<file path="src/rtl/expr_tx_if.sv">
// Character-stream bundle between a stimulus source (master) and expr_tx (slave).
interface expr_tx_if #(
    parameter int unsigned MAX_TERMS = 4
);
    logic                   start;
    logic [3:0]             num_terms;
    logic [4*MAX_TERMS-1:0] digits;
    logic [MAX_TERMS-2:0]   ops;
    logic                   term_en;
    logic [7:0]             out;
    logic                   out_valid;
    logic                   out_ready;
    logic                   out_last;
    logic                   busy;
    logic                   done;
    logic                   err;

    modport master (
        output start, num_terms, digits, ops, term_en, out_ready,
        input  out, out_valid, out_last, busy, done, err
    );

    modport slave (
        input  start, num_terms, digits, ops, term_en, out_ready,
        output out, out_valid, out_last, busy, done, err
    );
endinterface

</file>
<file path="src/rtl/expr_tx.sv">
// Serial ASCII expression generator: emits digit (op digit)* [TERM_CHAR], one char per handshake.
module expr_tx #(
    parameter int unsigned MAX_TERMS = 4,
    parameter logic [7:0]  TERM_CHAR = 8'h3B
) (
    input logic      clk,
    input logic      clr,
    expr_tx_if.slave bus
);
    typedef enum logic [1:0] {StIdle, StDigit, StOp, StTerm} state_e;

    localparam logic [3:0] MaxTerms4 = 4'(MAX_TERMS);

    state_e                 r_state, w_state_d;
    logic [4*MAX_TERMS-1:0] r_digits, w_digits_d;
    logic [MAX_TERMS-2:0]   r_ops, w_ops_d;
    logic [3:0]             r_num, w_num_d;
    logic [3:0]             r_k, w_k_d;
    logic                   r_term_en, w_term_en_d;
    logic [7:0]             r_out, w_out_d;
    logic                   r_valid, w_valid_d;
    logic                   r_last, w_last_d;
    logic                   r_busy, w_busy_d;
    logic                   r_done, w_done_d;
    logic                   r_err, w_err_d;

    logic                   w_legal;
    logic                   w_hs;
    logic                   w_finish;
    logic                   w_op_bit;
    logic [3:0]             w_next_dig;

    assign w_hs = r_valid & bus.out_ready;

    // Start legality: operand count in range and every used operand is BCD.
    always_comb begin
        w_legal = (bus.num_terms != 4'd0) && (bus.num_terms <= MaxTerms4);
        for (int unsigned i = 0; i < MAX_TERMS; i++) begin
            if ((4'(i) < bus.num_terms) && (bus.digits[4*i +: 4] > 4'd9)) begin
                w_legal = 1'b0;
            end
        end
    end

    // Select operator k and operand k+1 from the captured set.
    always_comb begin
        w_op_bit   = 1'b0;
        w_next_dig = 4'd0;
        for (int unsigned i = 0; i < MAX_TERMS - 1; i++) begin
            if (r_k == 4'(i)) begin
                w_op_bit   = r_ops[i];
                w_next_dig = r_digits[4*(i+1) +: 4];
            end
        end
    end

    // Next-state and registered-output logic.
    always_comb begin
        w_state_d   = r_state;
        w_digits_d  = r_digits;
        w_ops_d     = r_ops;
        w_num_d     = r_num;
        w_k_d       = r_k;
        w_term_en_d = r_term_en;
        w_out_d     = r_out;
        w_valid_d   = r_valid;
        w_last_d    = r_last;
        w_busy_d    = r_busy;
        w_done_d    = 1'b0;
        w_err_d     = 1'b0;
        w_finish    = 1'b0;

        unique case (r_state)
            StIdle: begin
                if (bus.start) begin
                    if (w_legal) begin
                        w_digits_d  = bus.digits;
                        w_ops_d     = bus.ops;
                        w_num_d     = bus.num_terms;
                        w_term_en_d = bus.term_en;
                        w_k_d       = 4'd0;
                        w_out_d     = 8'h30 + {4'h0, bus.digits[3:0]};
                        w_valid_d   = 1'b1;
                        w_busy_d    = 1'b1;
                        w_last_d    = (bus.num_terms == 4'd1) && !bus.term_en;
                        w_state_d   = StDigit;
                    end else begin
                        w_err_d = 1'b1;
                    end
                end
            end
            StDigit: begin
                if (w_hs) begin
                    if (r_k != r_num - 4'd1) begin
                        w_out_d   = w_op_bit ? 8'h2A : 8'h2B;
                        w_last_d  = 1'b0;
                        w_state_d = StOp;
                    end else if (r_term_en) begin
                        w_out_d   = TERM_CHAR;
                        w_last_d  = 1'b1;
                        w_state_d = StTerm;
                    end else begin
                        w_finish = 1'b1;
                    end
                end
            end
            StOp: begin
                if (w_hs) begin
                    w_k_d     = r_k + 4'd1;
                    w_out_d   = 8'h30 + {4'h0, w_next_dig};
                    // Operand k+1 is final when it is the last term and no terminator follows.
                    w_last_d  = (r_k + 4'd2 == r_num) && !r_term_en;
                    w_state_d = StDigit;
                end
            end
            StTerm: begin
                if (w_hs) w_finish = 1'b1;
            end
            default: w_state_d = StIdle;
        endcase

        if (w_finish) begin
            w_out_d   = 8'h00;
            w_valid_d = 1'b0;
            w_last_d  = 1'b0;
            w_busy_d  = 1'b0;
            w_done_d  = 1'b1;
            w_state_d = StIdle;
        end
    end

    // State and output registers with asynchronous clear.
    always_ff @(posedge clk or posedge clr) begin
        if (clr) begin
            r_state   <= StIdle;
            r_digits  <= '0;
            r_ops     <= '0;
            r_num     <= 4'd0;
            r_k       <= 4'd0;
            r_term_en <= 1'b0;
            r_out     <= 8'h00;
            r_valid   <= 1'b0;
            r_last    <= 1'b0;
            r_busy    <= 1'b0;
            r_done    <= 1'b0;
            r_err     <= 1'b0;
        end else begin
            r_state   <= w_state_d;
            r_digits  <= w_digits_d;
            r_ops     <= w_ops_d;
            r_num     <= w_num_d;
            r_k       <= w_k_d;
            r_term_en <= w_term_en_d;
            r_out     <= w_out_d;
            r_valid   <= w_valid_d;
            r_last    <= w_last_d;
            r_busy    <= w_busy_d;
            r_done    <= w_done_d;
            r_err     <= w_err_d;
        end
    end

    assign bus.out       = r_out;
    assign bus.out_valid = r_valid;
    assign bus.out_last  = r_last;
    assign bus.busy      = r_busy;
    assign bus.done      = r_done;
    assign bus.err       = r_err;
endmodule

</file>
<file path="src/flat_wrapper.sv">
// flat-port wrapper written by rule: the top's interface ports become plain ports
module expr_tx_flat 
#(
    parameter int unsigned MAX_TERMS = 4,
    parameter logic [7:0]  TERM_CHAR = 8'h3B
)
  (clk, clr, bus_start, bus_num_terms, bus_digits, bus_ops, bus_term_en, bus_out_ready, bus_out, bus_out_valid, bus_out_last, bus_busy, bus_done, bus_err);
  expr_tx_if #(.MAX_TERMS(MAX_TERMS)) bus_i ();
  input logic clk;
  input logic clr;
  input wire logic [$bits(bus_i.start)-1:0] bus_start;
  input wire logic [$bits(bus_i.num_terms)-1:0] bus_num_terms;
  input wire logic [$bits(bus_i.digits)-1:0] bus_digits;
  input wire logic [$bits(bus_i.ops)-1:0] bus_ops;
  input wire logic [$bits(bus_i.term_en)-1:0] bus_term_en;
  input wire logic [$bits(bus_i.out_ready)-1:0] bus_out_ready;
  output wire logic [$bits(bus_i.out)-1:0] bus_out;
  output wire logic [$bits(bus_i.out_valid)-1:0] bus_out_valid;
  output wire logic [$bits(bus_i.out_last)-1:0] bus_out_last;
  output wire logic [$bits(bus_i.busy)-1:0] bus_busy;
  output wire logic [$bits(bus_i.done)-1:0] bus_done;
  output wire logic [$bits(bus_i.err)-1:0] bus_err;
  assign bus_i.start = bus_start;
  assign bus_i.num_terms = bus_num_terms;
  assign bus_i.digits = bus_digits;
  assign bus_i.ops = bus_ops;
  assign bus_i.term_en = bus_term_en;
  assign bus_i.out_ready = bus_out_ready;
  assign bus_out = bus_i.out;
  assign bus_out_valid = bus_i.out_valid;
  assign bus_out_last = bus_i.out_last;
  assign bus_busy = bus_i.busy;
  assign bus_done = bus_i.done;
  assign bus_err = bus_i.err;
  expr_tx #(.MAX_TERMS(MAX_TERMS), .TERM_CHAR(TERM_CHAR)) u_core (.clk(clk), .clr(clr), .bus(bus_i));
endmodule
</file>
<file path="config.mk">
export PLATFORM = sky130hd
export DESIGN_NAME = expr_tx_flat
export DESIGN_NICKNAME = d
export VERILOG_FILES = /design/src/rtl/expr_tx_if.sv /design/src/rtl/expr_tx.sv /design/src/flat_wrapper.sv
export SDC_FILE = /design/constraint.sdc
export NUM_CORES = 1
export LEC_CHECK = 0
export CORE_UTILIZATION = 55
export DETAILED_ROUTE_END_ITERATION = 8
export PLACE_DENSITY = 0.81
export REMOVE_ABC_BUFFERS = 1
export SLEW_MARGIN = 25
export SYNTH_ARGS = -nofsm -noshare
export SYNTH_HDL_FRONTEND = slang
export SYNTH_SLANG_ARGS = --single-unit
export TNS_END_PERCENT = 50
</file>
<file path="constraint.sdc">
create_clock -name clk -period 3.9 [get_ports clk]
set_input_delay 0.39 -clock clk [delete_from_list [all_inputs] [get_ports clk]]
set_output_delay 0.39 -clock clk [all_outputs]
set_load 0.1 [all_outputs]
</file>
* Yosys cells after proc, flatten, opt, wreduce, memory -nomap -nowiden
Cells that the tools add are included.
** Word-level totals
- Register bits after elaboration :: 42
- Bits in latches :: 0
- Memory bits (writable) :: 0
- ROM bits :: 0
- Output and inout bits :: 13
- Memories :: 0
** Cells by class
- $add $sub $neg :: 5
- Multiply operators :: 0
- Divide/modulo/power cells :: 0
- Order comparisons :: 9
- Equal/unequal tests :: 16
- Shift operators :: 0
- Muxes and demuxes :: 52
- Bitwise operators :: 1
- Reduce and logical (&&, ||, !) cells :: 21
** Operators with widths (number)
- two-way mux 8 bit :: 7
- two-way mux 1 bit :: 27
- two-way mux 4 bit :: 6
- one-hot mux 8 bit (3 select lines) :: 1
- greater-than comparator 4 bit (second input constant) :: 4
- adder 6 x 4 -> 7 bit (first input constant) :: 2
- two-way mux 2 bit :: 7
- != test 3 x 1 -> 1 bit (second input constant) :: 3
- == test 4 x 1 -> 1 bit (second input constant) :: 2
- less-than comparator 1 x 4 -> 1 bit (first input constant) :: 2
- less-than comparator 2 x 4 -> 1 bit (first input constant) :: 2
- one-hot mux 4 bit (2 select lines) :: 1
- nonzero test 2 bit :: 4
- nonzero test 4 bit :: 2
- logical AND 1 bit :: 7
- one-hot mux 2 bit (3 select lines) :: 1
- AND reduction 3 bit :: 2
- AND reduction 6 bit :: 1
- adder 4 x 1 -> 4 bit (second input constant) :: 1
- adder 4 x 2 -> 4 bit (second input constant) :: 1
- == test 2 bit (second input constant) :: 2
- == test 4 x 2 -> 1 bit (second input constant) :: 1
- == test 4 bit :: 1
- <= comparator 4 x 3 -> 1 bit (second input constant) :: 1
- 14 further kinds :: 16

* Depth between registers and ports, before layout
- Depth in word-level cells :: 10
- Depth in mapped cells :: 10
- Gate-level depth less buffers :: 8

* Worst setup path before layout
No wires, ideal clock.
- Kind :: register to register
- From :: reg u_core.r_valid, in the netlist u_core.bus.out_valid
- To :: reg u_core.r_out[5], in the netlist u_core.bus.out[5]
- Library setup time :: 0.136 ns
- Arrival time :: 2.460 ns
- Data required time :: 3.764 ns
- Setup slack :: 1.303 ns
- Stages on the path, launching flop included :: 9
- Buffers on the path :: 2
- Period minus slack after synthesis :: 2.597 ns
- Path through :: dfrtp_1 -> and2_1 -> clkbuf_1 -> nand4_1 -> o31ai_1 -> o221ai_2 -> clkbuf_1 -> nand2_1 -> o21ai_0
** Between the ends
- Word-level cells in the longest chain between the ends :: 5
- Elaborated cells between the ends (all ways) :: 12
- Classes of those cells :: eq/ne (5); mux (4); bitwise (1); reduce/logical (2)
** Ends and longest elaborated chain
- from (decl) :: line expr_tx.sv:21 : logic r_valid, w_valid_d;
- from (signal assigned) :: line expr_tx.sv:155 : r_valid <= w_valid_d;
- bitwise AND 1 bit * :: line expr_tx.sv:33 : assign w_hs = r_valid & bus.out_ready;
- two-way mux 1 bit, on equally long branches :: line expr_tx.sv:117, expr_tx.sv:93
- one-hot mux 1 bit (2 select lines) :: line expr_tx.sv:73 : unique case (r_state)
- != test 4 x 1 -> 1 bit (no source line) (tied with other cells)
- AND reduction 6 bit (no source line)
- to (signal assigned) :: line expr_tx.sv:154 : r_out <= w_out_d;
- to (decl) :: line expr_tx.sv:20 : logic [7:0] r_out, w_out_d;
Every way passes the cells marked *; elsewhere a longest branch is shown, timed or not.
A chain may end at the register's enable or synchronous reset.

* Worst setup path in the final report
- From :: in bus_num_terms[2]
- To :: reg u_core.r_k[2]
** Between the ends
- Word-level cells in the longest chain between the ends :: 8
- Elaborated cells between the ends (all ways) :: 17
- Classes of those cells :: order compare (5); eq/ne (1); mux (4); reduce/logical (7)
** Ends and longest elaborated chain
- from (decl) :: line flat_wrapper.sv:12 : input wire logic [$bits(bus_i.num_terms)-1:0] bus_num_terms;
- <= comparator 4 x 3 -> 1 bit (tied with other cells) :: line expr_tx.sv:37 : w_legal = (bus.num_terms != 4'd0) && (bus.num_terms <= MaxTerms4);
- logical AND 1 bit, on equally long branches :: line expr_tx.sv:37, expr_tx.sv:39
- two-way mux 1 bit (3 in series) :: line expr_tx.sv:39 : if ((4'(i) < bus.num_terms) && (bus.digits[4*i +: 4] > 4'd9)) begin
- two-way mux 1 bit * :: line expr_tx.sv:39
- != test 2 x 1 -> 1 bit (no source line) *
- AND reduction 4 bit (no source line) *
- to (signal assigned) :: line expr_tx.sv:152 : r_k <= w_k_d;
- to (decl) :: line expr_tx.sv:18 : logic [3:0] r_k, w_k_d;
Marks and branches as above.

==> flow_summary.json <==
{
  "syn_avg_cell_area_um2": 9.97,
  "die_y_um": 63.3,
  "startpoint": "bus_num_terms[2]",
  "hold_start": "u_core.bus.out[4]$_DFFE_PP0P_",
  "worstPathArrival_ns": 2.81,
  "grt_max_degree": 21,
  "ys_ff_latch": 36,
  "cp_cell_sequence": "clkdlybuf4s50_1 -> nor3_1 -> o22ai_1 -> a2111oi_4 -> nand2b_1 -> or4b_1 -> nand3_1",
  "status": "finished clean",
  "synthMuxAreaShare_pct": 9.28,
  "coreArea_um2": 3470,
  "r2r_cells": 7,
  "cts_setup_buffers": 0,
  "pre_cts_slack_ns": 1.04,
  "period_needed_ns": 2.58,
  "top_layer": "met4",
  "intPower_uw": 1100,
  "first_pass_iters": 4,
  "cts.clk_slew.worst_paths_ns": 0.08,
  "cp_slowest_cell": "a2111oi_4",
  "tns_ns": 0,
  "setup_ws_ns": 1.32,
  "reg2reg_slack_ns": 1.49,
  "cts-root-buf": "clkbuf_8",
  "drive_gt1_share_pct": 12.6,
  "synth_cell_type_count": 44,
  "yosysTopAreaCell": "dfrtp_1",
  "synthXorXnorAreaFrac_pct": 3.82,
  "clock_latency_ns": 0.29,
  "fin_skew_ns": 0.00852,
  "gp_congestion": 0.864,
  "p_sw_share_pct": 49.7,
  "tightest_slew_ns": 0.969,
  "cts_made_buffers": 5,
  "hold_depth": 1,
  "crit_path_end_kind": "flop",
  "finalCritPeriodShare_pct": 66.2,
  "min_path_type": "reg -> reg",
  "synth.most_common_cell": "dfrtp_1",
  "h-tree-depth": 2,
  "wl_met1_um": 2120,
  "critPathMaxFanout": 13,
  "num-nets-final": 284,
  "yosys.area_share.adder_pct": 6.67,
  "rows": 21,
  "yosysWarnings": 0,
  "crit_buf_inv": 1,
  "power.static_leakage_uw": 0.00111,
  "synth_top_family_by_area": "simple AND/OR/NAND/NOR gates",
  "die-area_um2": 4000,
  "required_ns": 4.13,
  "path_class": "in -> reg",
  "dr_wl_met3_um": 178,
  "fillers": 271,
  "p_clk_share_pct": 12.0,
  "synth_compound_area_share_pct": 15.6,
  "power_uw": 2190,
  "synthArstFlopShare_pct": 100,
  "rsz0062_at_grt": "no",
  "clock-sinks": 36,
  "synth_top_flop_cell": "dfrtp_1",
  "start_kind": "input pin",
  "n_antenna_cell": 0,
  "ctsHoldBuffers": 0,
  "synthTopCellsByArea": "dfrtp_1, mux2_2, ha_1",
  "r2r-end": "u_core.bus.out[1]$_DFFE_PP0P_",
  "cts_tree": "yes",
  "initial_utilization_pct": 59.5,
  "powerDensity_nw_per_um2": 855,
  "first_iter_violations": 91,
  "wl_um": 4390,
  "slew_headroom_pct": 35.2,
  "grt_pass1_vias": 1585,
  "power.net_switching_uw": 1090,
  "vdd_ir_drop_max_mv": 0.407,
  "avgRoutedWirePerCell_um": 15.0,
  "power_frac_seq_pct": 30.7,
  "antenna_found_initial": 0,
  "synth_seq_area_share_pct": 43.7,
  "drc": 0,
  "cpPeakStageDelay_ns": 0.65,
  "syn2layout_area_growth_pct": 24.1,
  "min_to": "u_core.bus.out[4]$_DFFE_PP0P_",
  "crit_family": "simple AND/OR/NAND/NOR gates",
  "die_w_um": 63.3,
  "ant_nets": 0,
  "ff_latch_area_um2": 901,
  "slew_violations": 0,
  "wl_met2_um": 2040,
  "synth_edf_count": 0,
  "synth-simple-area-share_pct": 16.0,
  "fmax_mhz": 387,
  "synth.cell_area_um2": 2060,
  "dpl.hpwl_um": 3340,
  "clockBufferDepth": 2,
  "max_cap_viol_count": 0,
  "finalHoldViolations": 0,
  "r2r_start": "u_core.r_num[0]$_DFFE_PP0P_",
  "cts_resized": 0,
  "crit_cells": 7,
  "grt_first_pass_wirelength_um": 7530,
  "p_comb_share_pct": 57.2,
  "synth_common_cells": "dfrtp_1, nand2_1, mux2_2",
  "via_count": 1609,
  "setup_viol": 0,
  "vias_per_cell": 5.51,
  "yosys.area.top_type_share_pct": 43.7,
  "multi_input_area_um2": 1070,
  "ios": 41,
  "grt_use_total_pct": 24.8,
  "syn_inst": 207,
  "io_buffers": 38,
  "overflow": 0
}
layer usage:
layer / up-vias / GRT usage, %
met3: 9 / 6.16
met2: 41 / 39.1
met1: 751 / 33.5
met5: - / 0
li1: 808 / -
met4: 0 / 7.95
power groups by stage:
stage,combinational [uW],sequential (uW),clock [uW]
after floorplan,635,983,0
after global placement,1230,674,0
after detailed placement,1250,682,0
after CTS,1260,673,268
after global routing,1370,698,286
final,1250,673,263
kinds of logic after synthesis:
kind of cell,after synthesis
other,1
XOR/XNOR,9
multiplexers,17
AO/OA/AOI/OAI,45
buffers and inverters,23
flip-flops,36
AND/OR/NAND/NOR,65
adder cells (fa/ha/maj),11
stage by stage:
| step | cells | hold WS (ns) | util [%] | instance area, um^2 |
|---|---|---|---|---|
| floorplan | 197 | 0.472 | - | 2010 |
| CTS | 292 | 0.478 | 73.8 | 2560 |
| detailed placement | 284 | 0.461 | 71.3 | 2470 |
| global route | 292 | 0.496 | 73.8 | 2560 |
| global placement | 284 | 0.459 | 71.3 | 2470 |
| finish | 292 | 0.478 | 73.8 | 2560 |
registers in the layout, indices dropped and copies added (netlist names):
register              flops
u_core.bus.done           1
u_core.r_ops              3
u_core.bus.out_valid      1
u_core.r_state            2
u_core.r_num              4
u_core.r_term_en          1
u_core.bus.err            1
u_core.bus.out            6
u_core.bus.out_last       1
u_core.r_digits          12
u_core.r_k                4
worst max-delay path by stage:
stage,slack (ns),end
2_1_floorplan,0.14,u_core.bus.out[0]$_DFFE_PP0P_
3_3_place_gp,1.08,u_core.r_k[2]$_DFFE_PP0P_
3_5_place_dp,1.04,u_core.r_k[2]$_DFFE_PP0P_
4_1_cts,1.32,u_core.r_k[2]$_DFFE_PP0P_
5_1_grt,1.08,u_core.r_k[2]$_DFFE_PP0P_
6_report,1.32,u_core.r_k[2]$_DFFE_PP0P_
layout make-up:
cell class	count	area share, %
Multi-Input combinational cell	149	41.7
Sequential cell	36	35.2
Timing Repair Buffer	41	15.7
Clock buffer	5	2.69
Tap cell	46	2.25
Inverter	12	1.76
Clock inverter	3	0.733
cells in the final DEF, fill, tap and decap left out, drive strengths merged, types with 6 or more instances in the layout:
cell and n:
a21oi 9, nand2 23, dfrtp 36, nor2 9, inv 12, mux2 17, o21ai 13, ha 11
clkdlybuf4s50 38, xor2 6
worst register-to-register path, delay by kind of cell, from the launching register on:
family | cells | cell delay [ns]
xor+xnor | 1 | 0.24
flops | 1 | 0.38
fa+ha+maj | 1 | 0.31
simple gates | 1 | 0.13
buf+inv | 1 | 0.08
compound gates | 3 | 1.16
Note: power is estimated with default switching activity, not from simulation.
==> edit 1, RTL diff (config.mk and constraints unchanged) <==
Encoding of `state_e`: now Gray code (2 bits for 4 states).
--- a/src/rtl/expr_tx.sv
+++ b/src/rtl/expr_tx.sv
@@ -7,7 +7,7 @@
     input logic      clr,
     expr_tx_if.slave bus
 );
-    typedef enum logic [1:0] {StIdle, StDigit, StOp, StTerm} state_e;
+    typedef enum logic [1:0] {StIdle = 2'b00, StDigit = 2'b01, StOp = 2'b11, StTerm = 2'b10} state_e;
 
     localparam logic [3:0] MaxTerms4 = 4'(MAX_TERMS);
 
Function: no difference found for any inputs over 10 cycles, from zero or initial values; not proved beyond that.
==> edit 1 against the original RTL <==
Design area shrank 0.15%; worst hold slack improved by 10 ps; count of clock-buffer cells in the layout increased by 2; synthesized area shrank 1.8%; worst setup slack improved by 340 ps; clock skew is 4.2 ps lower; sequential cell count unchanged; first-iteration DRC count shrank 11%; wire length is 3.0% higher.
Power is not compared: it rests on default switching activity, and its combinational part moved more than twofold at a synthesized area within 25%.
==> edit 1: results <==
[setup_path]
slowest_delay_ps = 510
endpoint = u_core.bus.out[4]
rr_worst_depth = 8
crit_slowest_cell = clkdlybuf4s50_1
arrival_ps = 2470
rrSetupSlack_ps = 1660
path_max_fanout = 7

[hold_path]
worstHoldPathType = in2async

[global_route]
gr-usage-met1 = 0.331
grtUsageTotal = 0.263
met2_usage = 0.429
grt_pass1_wl_um = 7900
met3_usage = 0.0639
grt_pass1_vias = 1690
grt_max_degree = 37

[route]
drt_first_pass_iters = 5
met2_length_um = 2250
drtIter0Drc = 81
wl_met3_um = 219
wl_per_cell_um = 15.9
wl_met1_um = 1940
num_vias = 1640

[finish]
fillCellCount = 251
fin_nets = 276
drive_gt1_frac = 0.0798

[place]
dpl-instance-area_um2 = 2430
dp_hpwl_um = 3490
gp_congestion = 0.941
pre_cts_ws_ps = 1360

[outcome]
status = complete, no violations

[logic_synthesis]
synth.top_cells.by_area = dfrtp_1 44%, ha_1 6.8%, mux2_1 6.1%
yosysWarnings = 0
yosys.cell_types.count = 46
synth.top_cells.by_count = 36 x dfrtp_1, 23 x nand2_1, 13 x o21ai_0
netlist.area_leader.share = 0.444
ys_seq_area_frac = 0.444

[sta]
timing.slew.headroom = 0.351
finalCriticalPeriod_ps = 2240
skew_ps = 4.36
## edit 1: changes by cell type after synthesis, sizes merged, moves of 3 or more
cell and change:
o211ai +3, o31ai -3, a22o +7, a21o -3, nand3b -4, o21ai +6, o41ai -3
## edit 1: area by class of cell
class                           instances  area [um2]  share of cell area
Clock inverter                          1        30.0              0.0117
Multi-Input combinational cell        143        1040               0.405
Tap cell                               46        57.6              0.0225
Inverter                               11        41.3              0.0161
Clock buffer                            7        96.3              0.0377
Timing Repair Buffer                   40         395               0.155
Sequential cell                        36         901               0.352
## edit 1: logic make-up after synthesis
kind of cell	share of synthesized area
AND/OR/NAND/NOR	0.149
AO/OA/AOI/OAI	0.149
flip-flops	0.444
buffers and inverters	0.0463
multiplexers	0.0994
adder cells (fa/ha/maj)	0.0679
XOR/XNOR	0.0414
other	0.00185
## edit 1: stage by stage
step                instances   util
floorplan                 190      -
CTS                       284  0.743
global placement          276  0.706
finish                    284  0.743
detailed placement        276  0.706
global route              284  0.743
## edit 1: worst min-delay path: stages
cell	delay, ps
clkdlybuf4s50_1	390
inv_1	50
buf_4	380
## edit 1: worst min-delay path by stage
stage,from,end,slack [ps]
final,clr,u_core.r_ops[2],490
after detailed placement,u_core.r_digits[13],u_core.r_digits[13],480
after global placement,u_core.r_digits[13],u_core.r_digits[13],470
after global routing,u_core.r_digits[15],u_core.r_digits[15],510
after CTS,u_core.r_digits[13],u_core.r_digits[13],490
after floorplan,u_core.r_digits[13],u_core.r_digits[13],450
## edit 1: report_power, final
group | total, mW | internal [mW] | switching [mW]
combinational | 0.0560 | 0.0276 | 0.0284
sequential | 0.373 | 0.373 | 0
clock | 0.354 | 0.225 | 0.128
==> edit 2, RTL diff (same settings) <==
Without the edit above. `MAX_TERMS` is set to 4 in 3 places; all go to 3.
--- a/src/rtl/expr_tx_if.sv
+++ b/src/rtl/expr_tx_if.sv
@@ -1,6 +1,6 @@
 // Character-stream bundle between a stimulus source (master) and expr_tx (slave).
 interface expr_tx_if #(
-    parameter int unsigned MAX_TERMS = 4
+    parameter int unsigned MAX_TERMS = 3
 );
     logic                   start;
     logic [3:0]             num_terms;
--- a/src/rtl/expr_tx.sv
+++ b/src/rtl/expr_tx.sv
@@ -1,6 +1,6 @@
 // Serial ASCII expression generator: emits digit (op digit)* [TERM_CHAR], one char per handshake.
 module expr_tx #(
-    parameter int unsigned MAX_TERMS = 4,
+    parameter int unsigned MAX_TERMS = 3,
     parameter logic [7:0]  TERM_CHAR = 8'h3B
 ) (
     input logic      clk,
--- a/src/flat_wrapper.sv
+++ b/src/flat_wrapper.sv
@@ -1,7 +1,7 @@
 // flat-port wrapper written by rule: the top's interface ports become plain ports
 module expr_tx_flat 
 #(
-    parameter int unsigned MAX_TERMS = 4,
+    parameter int unsigned MAX_TERMS = 3,
     parameter logic [7:0]  TERM_CHAR = 8'h3B
 )
   (clk, clr, bus_start, bus_num_terms, bus_digits, bus_ops, bus_term_en, bus_out_ready, bus_out, bus_out_valid, bus_out_last, bus_busy, bus_done, bus_err);
Ports: changed (resized bus_digits and bus_ops); port bits go from 41 to 36. The function was not compared with the original's and may differ.
==> edit 2 against the original RTL <==
Core utilization down 1.0 points; wire length down 5.4%; design area down 12%; sequential cell count down 5; worst setup slack better by 180 ps; synthesized area down 12%.
Power is not compared: it rests on default switching activity, and its combinational part moved more than twofold at a synthesized area within 25%.
==> edit 2: results <==
[setup_path]
slowest_delay_ps = 420
crit_slowest_cell = xor3_1
arrival_ps = 2610
path_max_fanout = 12
start_kind = flip-flop

[logic_synthesis]
ys_seq_area_frac = 0.426
synth.top_cells.by_area = dfrtp_1 43%, mux2_2 11%, ha_1 7.6%
yosysWarnings = 0
syn_inst = 178
synth.top_cells.by_count = 31 x dfrtp_1, 18 x mux2_2, 14 x nand2_1
yosys.cell_types.count = 39

[place]
io_buffers = 33
gp_congestion = 0.877
dp.cells = 249
dp_hpwl_um = 3100

[finish]
largest_register = u_core.r_digits
drive_gt1_frac = 0.160
fin_cells = 257
largest_reg_flops = 8
antenna_cells = 0

[clocking]
post_cts_buffers = 0
numCtsBuffers = 5
cts.clk_slew.worst_paths_ps = 100
insertion_delay_ps = 330
root_buffer = clkbuf_4
h-tree-depth = 2

[global_route]
grt_pass1_wl_um = 6980
grt_max_degree = 32
grt_pass1_vias = 1548
grtUsageTotal = 0.271

[sta]
skew_ps = 12.7
whs_ps = 485
timing.slew.headroom = 0.335

[route]
viasPerCell = 5.75
drtIter0Drc = 88
wl_um = 4160

[hold_path]
worstHoldPathType = in2async

[outcome]
status = complete, no violations
-- edit 2: cell types whose count changed after synthesis, moves of 3 or more --
cell | before | now
clkbuf_1 | 7 | 3
dfrtp_1 | 36 | 31
nand2b_1 | 4 | 0
o41ai_1 | 3 | 0
nand2_1 | 23 | 14
o21ai_0 | 12 | 9
o31ai_1 | 3 | 0
a21oi_1 | 9 | 5
nand4_1 | 4 | 1
nor2_1 | 9 | 13
a21o_1 | 3 | 0
xor2_1 | 6 | 2
-- edit 2: cell families after synthesis --
group                      synth area share
buffers and inverters                0.0509
and+or+nand+nor                       0.146
adders and majority gates            0.0756
muxes                                 0.122
DFF                                   0.426
AOI/OAI and AO/OA                     0.131
other                               0.00206
xor gates and xnor gates             0.0467
-- edit 2: worst paths after layout --
path,end,slack [ps]
setup / recovery,u_core.bus.out[1],1500
hold / removal,u_core.r_digits[9],480
setup reg to reg,u_core.bus.out[1],1500
hold reg to reg,u_core.bus.out_last,510
max in group asynchronous,u_core.bus.out[4],2990
min in group clk,u_core.bus.out_last,510
-- edit 2: routing by layer --
| layer | routed length, um | GRT usage |
|---|---|---|
| met1 | 1780 | 0.350 |
| met3 | 248 | 0.0655 |
| met2 | 2050 | 0.445 |
| met5 | 0 | 0 |
| met4 | 78 | 0.0963 |
-- edit 2: area by class of cell --
type | instances | area, um2
fill | 248 | 843
sequential | 31 | 776
multi-input combinational | 127 | 956
clock inverter | 2 | 35.0
inverter | 13 | 48.8
clock buffer | 6 | 51.3
tap | 44 | 55.1
timing repair buffer | 34 | 338
-- edit 2: power groups by stage --
| stage | sequential [mW] | combinational [mW] | clock [mW] |
|---|---|---|---|
| after floorplan | 0.338 | 0.0202 | 0 |
| after global placement | 0.329 | 0.0582 | 0 |
| after detailed placement | 0.329 | 0.0600 | 0 |
| after CTS | 0.323 | 0.0604 | 0.267 |
| after global routing | 0.323 | 0.0645 | 0.279 |
| final | 0.323 | 0.0606 | 0.262 |
-- edit 2: critical path: cells and delay by family, from the launching register on --
kind            cells  cell delay (ps)
compound gates      2              740
simple gates        1               60
flops               1              400
fa+ha+maj           1              200
xor+xnor            1              420
mux                 1              390
buf+inv             1               80
-- edit 2: stage by stage --
| stage | worst slack, ps | cell area [um2] |
|---|---|---|
| final | 1500 | 2260 |
| after global routing | 1400 | 2260 |
| after CTS | 1510 | 2260 |
| after detailed placement | 1460 | 2170 |
| after global placement | 1490 | 2170 |
| after floorplan | 975 | 1780 |
